File: config.mk
export PLATFORM = sky130hd
export DESIGN_NAME = alu_cmd_sequencer
export DESIGN_NICKNAME = d
export VERILOG_FILES = /design/src/rtl/alu_cmd_sequencer.sv
export SDC_FILE = /design/constraint.sdc
export NUM_CORES = 1
export LEC_CHECK = 0
export ABC_CLOCK_PERIOD_IN_PS = 3320
export CAP_MARGIN = 20
export CORE_MARGIN = 1
export CORE_UTILIZATION = 55
export CTS_CLUSTER_DIAMETER = 60
export DETAILED_ROUTE_END_ITERATION = 8
export PLACE_DENSITY = 0.79
export SYNTH_ARGS = -nofsm -noshare
export SYNTH_HDL_FRONTEND = slang
export SYNTH_SLANG_ARGS = --single-unit
File: constraint.sdc
create_clock -name clk -period 3.32 [get_ports clk]
set_input_delay 0.664 -clock clk [delete_from_list [all_inputs] [get_ports clk]]
set_output_delay 0.664 -clock clk [all_outputs]
set_load 0.005 [all_outputs]
File: src/rtl/alu_cmd_sequencer.sv
// Command sequencer in front of a 16-bit combinational ALU: it accepts one command,
// spends one EXEC cycle driving the ALU, then writes back the result and updates the flags.
module alu_cmd_sequencer #(
   parameter int REG_ADDR_W = 3
) (
   input  logic                  clk,
   input  logic                  rst,
   input  logic                  cmd_valid,
   output logic                  cmd_ready,
   input  logic [4:0]            cmd_op,
   input  logic [REG_ADDR_W-1:0] cmd_rd,
   input  logic [REG_ADDR_W-1:0] cmd_ra,
   input  logic [REG_ADDR_W-1:0] cmd_rb,
   input  logic [15:0]           cmd_imm,
   output logic [15:0]           alu_a,
   output logic [15:0]           alu_b,
   output logic [4:0]            alu_f,
   output logic                  alu_cin,
   input  logic [15:0]           alu_result,
   input  logic [5:0]            alu_status,
   output logic [5:0]            flags,
   output logic                  done,
   output logic                  err,
   input  logic [REG_ADDR_W-1:0] dbg_addr,
   output logic [15:0]           dbg_data
);

   localparam int DEPTH = 2 ** REG_ADDR_W;
   localparam logic [4:0] OP_LDI = 5'b00000;

   typedef enum logic {
      IDLE = 1'b0,
      EXEC = 1'b1
   } state_t;

   state_t                  state_reg, state_next;
   logic [4:0]              op_reg;
   logic [REG_ADDR_W-1:0]   rd_reg, ra_reg, rb_reg;
   logic [15:0]             imm_reg;
   logic [15:0]             regfile [DEPTH];
   logic [5:0]              flags_reg, flags_next;
   logic                    done_reg, done_next;
   logic                    err_reg, err_next;
   logic                    wr_en;
   logic [15:0]             wr_data;

   logic is_arith, is_logic, is_shift, is_legal;

   always_comb begin
      is_arith = (op_reg == 5'b00001) || (op_reg == 5'b00011) || (op_reg[4:2] == 3'b001);
      is_logic = (op_reg[4:2] == 3'b010);
      is_shift = (op_reg[4:3] == 2'b10);
      is_legal = (op_reg == OP_LDI) || is_arith || is_logic || is_shift;
   end

   always_ff @(posedge clk) begin
      if (rst) begin
         state_reg <= IDLE;
         op_reg    <= '0;
         rd_reg    <= '0;
         ra_reg    <= '0;
         rb_reg    <= '0;
         imm_reg   <= '0;
         flags_reg <= '0;
         done_reg  <= 1'b0;
         err_reg   <= 1'b0;
      end else begin
         state_reg <= state_next;
         flags_reg <= flags_next;
         done_reg  <= done_next;
         err_reg   <= err_next;
         if (state_reg == IDLE && cmd_valid) begin
            op_reg  <= cmd_op;
            rd_reg  <= cmd_rd;
            ra_reg  <= cmd_ra;
            rb_reg  <= cmd_rb;
            imm_reg <= cmd_imm;
         end
      end
   end

   always_ff @(posedge clk) begin
      if (rst) begin
         for (int i = 0; i < DEPTH; i++) regfile[i] <= '0;
      end else if (wr_en) begin
         regfile[rd_reg] <= wr_data;
      end
   end

   // Status bits are only sampled into flags for the op classes that define them,
   // so undefined ALU outputs never leak into the retained bits.
   always_comb begin
      state_next = state_reg;
      flags_next = flags_reg;
      done_next  = 1'b0;
      err_next   = 1'b0;
      wr_en      = 1'b0;
      wr_data    = imm_reg;
      cmd_ready  = 1'b0;
      alu_a      = '0;
      alu_b      = '0;
      alu_f      = '0;
      alu_cin    = 1'b0;
      case (state_reg)
         IDLE: begin
            cmd_ready = 1'b1;
            if (cmd_valid) state_next = EXEC;
         end
         EXEC: begin
            alu_a      = regfile[ra_reg];
            alu_b      = regfile[rb_reg];
            alu_f      = op_reg;
            alu_cin    = flags_reg[5];
            state_next = IDLE;
            if (!is_legal) begin
               err_next = 1'b1;
            end else begin
               done_next = 1'b1;
               wr_en     = 1'b1;
               if (op_reg != OP_LDI) begin
                  wr_data       = alu_result;
                  flags_next[4] = alu_status[4];
                  flags_next[3] = alu_status[3];
                  flags_next[1] = alu_status[1];
                  if (is_arith || is_shift) flags_next[5] = alu_status[5];
                  if (is_arith) begin
                     flags_next[2] = alu_status[2];
                     flags_next[0] = alu_status[0];
                  end
               end
            end
         end
         default: state_next = IDLE;
      endcase
   end

   assign flags    = flags_reg;
   assign done     = done_reg;
   assign err      = err_reg;
   assign dbg_data = regfile[dbg_addr];

endmodule

* Word level (Yosys, flattened, before mapping)
Memory sizes are Yosys's and may differ from the RTL's. A register that Yosys moved wholly into a read port is not among the register bits.
Cells that the tools add are included.
** Word-level totals
- Input bits :: 58
- Output and inout bits :: 63
- ROM bits :: 0
- Logic and storage cells :: 57
- Bits in writable memories :: 128
- Memories :: 1
- Latch bits :: 0
- Flip-flop bits (word level) :: 39
** Memory list
- regfile :: words 8, width 16, read ports 3, clocked after Yosys merged registers in 2, wr ports 8, line 40 : logic [15:0] regfile [DEPTH];
** Operators by class
- Shift operators :: 0
- Eq/ne operators :: 5
- Reductions and logical operators :: 14
- $mul :: 0
- Div/mod/pow operators :: 0
- Add/subtract/negate cells :: 0
- Order comparisons :: 0
- Bitwise operators :: 1
- Mux-type cells :: 25
** Operator list (count)
- 16-bit two-way mux :: 6
- 16-bit OR reduction :: 1
- 3-bit two-way mux :: 5
- 1-bit two-way mux :: 12
- 4-bit AND reduction :: 2
- 1-bit logical OR :: 6
- 5-bit by 1-bit == test with 1-bit output, second input constant :: 1
- 5-bit by 2-bit == test with 1-bit output, second input constant :: 1
- 5-bit zero test :: 1
- 5-bit two-way mux :: 1
- 5-bit nonzero test :: 1
- 3-bit by 1-bit == test with 1-bit output, second input constant :: 1
- 3-bit by 2-bit == test with 1-bit output, second input constant :: 1
- 3-bit AND reduction :: 1
- 2-bit == test, second input constant :: 1
- 1-bit case mux with 2 select lines :: 1
- 2-bit OR reduction :: 1
- 1-bit logical AND :: 1
- 1-bit inverter :: 1

* Longest topological paths before layout
- Depth in word-level cells :: 13
- Gate-level depth with buffers :: 7
- Gate-level depth less buffers :: 3

* Worst setup path after synthesis
Ideal clock, no wire load.
- Path type :: input-to-output
- Start point :: input port dbg_addr[0]
- End point :: output port dbg_data[0]
- Cell stages on the path :: 4
- Arrival :: 1974 ps
- Buffers on the path :: 2
- Path slack :: 682 ps
- Data required time :: 2656 ps
- Path through :: clkbuf_1 > buf_2 > mux4_2 > mux2_2
** Between the ends
- Cells in the longest elaborated chain, start to end :: 1
** Ends and longest elaborated chain
- start, declared :: line 24 : input logic [REG_ADDR_W-1:0] dbg_addr,
- memory 8 x 16 bit
- end, declared :: line 25 : output logic [15:0] dbg_data
No other way between the ends.

* Worst setup path after layout
- Start point :: input port dbg_addr[1]
- End point :: output port dbg_data[6]
Same word-level chain as after synthesis.

==> results.md <==
- op_reg[4]$_SDFFE_PP0P_ — worst flop-to-flop path startpoint
- 0.157 — combinational fraction of design power
- 0.261 — proportion of layout cells with a drive suffix above 1
- 0.000332 V — highest ir drop seen on vdd
- 135 um — Die W
- 0.312 GHz — maximum operating frequency
- 4 — maximum level of the CTS H-tree
- 0 — YS warnings
- 48 — number of placement rows
- 0 — global route total overflow
- 0.823 — Final Wtd Congestion
- 0.06 ns — Clock Pin Slew Worst Setup and Hold Paths
- 0 — share of async-settable or async-resettable flops after synthesis
- 0.563 — initial cell density of the core
- 438 nW/um^2 — Pwr per Cell Area
- 2 — maximum number of buffers from clock root to sink
- 18200 um^2 — total die area
- 0 — final number of setup-violating endpoints
- 1085 — number of DRC markers in iteration 0
- 3.21 ns — post-layout minimum cycle time
- reg2reg — worst min-delay path category
- 128 — number of enable flip-flop cells after synthesis
- 18.0 mm — estimated wirelength of the detail-placed design
- 0 — # resized after CTS
- 11200 um^2 — instance area at placement
- in2out — start-to-end type of the worst setup path
- 21.8% — signed area change from the synthesized netlist to the final layout
- 17 — cts bufs inserted
- 11800 um^2 — final non-filler cell area
- 0.0104 ns — Worst Skew
- 120 — IO Port Bufs
- 128 — max reg flops
- regfile[4][10]$_SDFFCE_PN0P_ — Critical R2R Capture
- 2.54 ns — critical path data arrival time
- 2 — cell depth of the worst hold path
- 881 — nets
- 0.91 ns — worst setup slack for register-to-register paths
- 0.480 — power share of the sequential group
- 0 ns — Setup Total Neg Slack
- 0 — count of final hold-check violations
- 0.489 — share of synthesized area occupied by flip-flops and latches
- 0.363 — clock network fraction of design power
- 0 — # Max-Cap Violations
- 3.85 nW — Leak
- 0 — post-CTS setup buffer count
- 9700 um^2 — mapped cell area
- built — clock tree from TritonCTS
- 7637 — vias in the first global route
- no — RSZ-0062 raised after global routing
- 135 um — die boundary height
- 3 — R2R cell count
- 0 — number of routed nets with antenna violations
- 0 — Post-CTS Hold Fix Bufs
- primary input — startpoint class of the critical path
- 0.396 — area fraction of the dominant cell type after synthesis
- 37 — Unique masters post-synth
- 17200 um^2 — area inside the core boundary
- 0.242 — switching part of the total power
- 7367 — total via count in the routed design
- 13.9 um^2 — Mapped Avg Cell Area
- primary output — endpoint kind of the worst setup timing path
- 173 — clock sinks
- 42.6 mm — first-pass GRT wire length
- 0 — DRC viols
- 0 — pins over their slew limit
- 698 — Cells after Synth
- 173 — flip-flop and latch count after synthesis
- 6.94 — Avg Vias per Cell
- dbg_addr[1] — Setup crit start
- 0.44 ns — clock latency of the later-clocked register in the worst-skew pair
- 40 — maximum number of pins on one net before global-route repair
- ra_reg[0]$_SDFFE_PP0P_ — startpoint of the tightest hold check path
- sky130_fd_sc_hd__edfxtp_1 — dominant synthesized flop cell
- 1.11 ns — worst slew pin tran
- 0.686 — core utilization of the finished layout
- 5.18 mW — Final Power
- 26.4 um — Wirelength per Cell
- 0.321 — gr usage total
- complete, no violations — status
- sky130_fd_sc_hd__edfxtp_1 40%, sky130_fd_sc_hd__mux4_2 22%, sky130_fd_sc_hd__dfxtp_1 9.3% — cell types occupying the most area after synthesis
- 0 — Inserted Diodes
- 756 — Post-Syn Nets
- 2.66 ns — Data required, critical path
- 1028 — cell count after placement
- sky130_fd_sc_hd__edfxtp_1 — cell type contributing the most total cell area after synthesis
- 3.92 mW — P_int
- sky130_fd_sc_hd__clkbuf_16 — clock tree root buffer cell
- 1.25 mW — net switching power
- 121 — total I/O pin count
- 0 — antenna violations before repair
- 32 — largest driver fanout on the critical path
- 28.0 mm — total detailed-routing wirelength
- 1061 — post-layout instance count excluding filler cells
- 0.252 — headroom to the max-slew limit
- 5 — count of TritonRoute iterations in the first routing pass
- 0.966 — final worst path period share
stage by stage:
stage          hold WS (ns)  setup slack (ns)
2_1_floorplan         0.436             0.682
3_3_place_gp          0.441             0.179
3_5_place_dp          0.449             0.143
4_1_cts               0.458             0.132
5_1_grt               0.477             0.113
6_report              0.454             0.113
cells in the mapped netlist, types with 4 or more instances:
library cell and instances:
sky130_fd_sc_hd__buf_6 10, sky130_fd_sc_hd__buf_2 10, sky130_fd_sc_hd__a22o_1 32, sky130_fd_sc_hd__nand2_1 60
sky130_fd_sc_hd__and2_1 7, sky130_fd_sc_hd__edfxtp_1 128, sky130_fd_sc_hd__o2111ai_4 8, sky130_fd_sc_hd__nand4_1 12
sky130_fd_sc_hd__mux4_2 96, sky130_fd_sc_hd__nor2_1 5, sky130_fd_sc_hd__nand2b_1 10, sky130_fd_sc_hd__a21oi_1 165
sky130_fd_sc_hd__clkbuf_1 35, sky130_fd_sc_hd__dfxtp_1 45, sky130_fd_sc_hd__o31ai_1 21, sky130_fd_sc_hd__mux2_2 16
sky130_fd_sc_hd__nor3b_1 4, sky130_fd_sc_hd__nand4_4 7
worst max path at each step:
stage | to | slack [ns]
after global routing | dbg_data[6] | 0.11
after CTS | dbg_data[6] | 0.13
after global placement | dbg_data[6] | 0.18
after floorplan | dbg_data[0] | 0.68
after detailed placement | dbg_data[6] | 0.14
final | dbg_data[6] | 0.11
power groups by stage:
stage          Sequential, mW  Combinational (mW)  Clock (mW)
2_1_floorplan            2.49               0.506           0
5_1_grt                  2.49               0.852        1.97
3_5_place_dp             2.53               0.797           0
3_3_place_gp             2.51               0.773           0
6_report                 2.49               0.811        1.88
4_1_cts                  2.48               0.802        1.88
critical path, stage by stage:
cell and delay, ns:
sky130_fd_sc_hd__clkdlybuf4s50_1 0.51, sky130_fd_sc_hd__buf_12 0.24, sky130_fd_sc_hd__mux4_2 0.33, sky130_fd_sc_hd__mux2_2 0.28
sky130_fd_sc_hd__clkdlybuf4s50_1 0.49
layout make-up:
type,count,area (um^2)
clock buffer,27,537
fill,1109,5420
timing repair buffer,171,1670
sequential,173,4750
multi-input combinational,458,4540
inverter,2,7.51
clock inverter,5,27.5
tap,225,282
layer usage:
metal,part of all wire,GRT usage
met1,0.34,0.391
met3,0.11,0.0676
met2,0.49,0.530
met4,0.049,0.188
met5,0,0
cell families after synthesis:
| kind of cell | synth area share |
|---|---|
| AO/OA/AOI/OAI | 0.155 |
| flip-flops | 0.489 |
| AND/OR/NAND/NOR | 0.0712 |
| multiplexers | 0.241 |
| buffers and inverters | 0.0436 |
cell usage in the layout (no fill, tap or decap), types with 2 or more instances in the layout:
cell | Yosys | routed
sky130_fd_sc_hd__o31ai_1 | 21 | 21
sky130_fd_sc_hd__dfxtp_2 | 0 | 2
sky130_fd_sc_hd__edfxtp_1 | 128 | 128
sky130_fd_sc_hd__clkbuf_8 | 2 | 5
sky130_fd_sc_hd__inv_4 | 0 | 2
sky130_fd_sc_hd__nand2b_1 | 10 | 10
sky130_fd_sc_hd__nor3b_1 | 4 | 4
sky130_fd_sc_hd__nand3b_1 | 2 | 2
sky130_fd_sc_hd__and2_1 | 7 | 7
sky130_fd_sc_hd__nand2_1 | 60 | 60
sky130_fd_sc_hd__a21oi_1 | 165 | 165
sky130_fd_sc_hd__buf_4 | 1 | 43
sky130_fd_sc_hd__clkinv_2 | 0 | 3
sky130_fd_sc_hd__clkbuf_16 | 0 | 18
sky130_fd_sc_hd__clkbuf_1 | 35 | 2
sky130_fd_sc_hd__nor2_1 | 5 | 5
sky130_fd_sc_hd__o2111ai_4 | 8 | 8
sky130_fd_sc_hd__a22o_1 | 32 | 32
sky130_fd_sc_hd__mux2_2 | 16 | 16
sky130_fd_sc_hd__mux4_2 | 96 | 96
sky130_fd_sc_hd__nand4_1 | 12 | 12
sky130_fd_sc_hd__nor3_1 | 3 | 3
sky130_fd_sc_hd__clkbuf_2 | 0 | 2
sky130_fd_sc_hd__clkdlybuf4s50_1 | 0 | 119
sky130_fd_sc_hd__buf_12 | 3 | 7
sky130_fd_sc_hd__dfxtp_1 | 45 | 43
sky130_fd_sc_hd__nand4_4 | 7 | 7
Note: power is estimated with default switching activity, not from simulation.
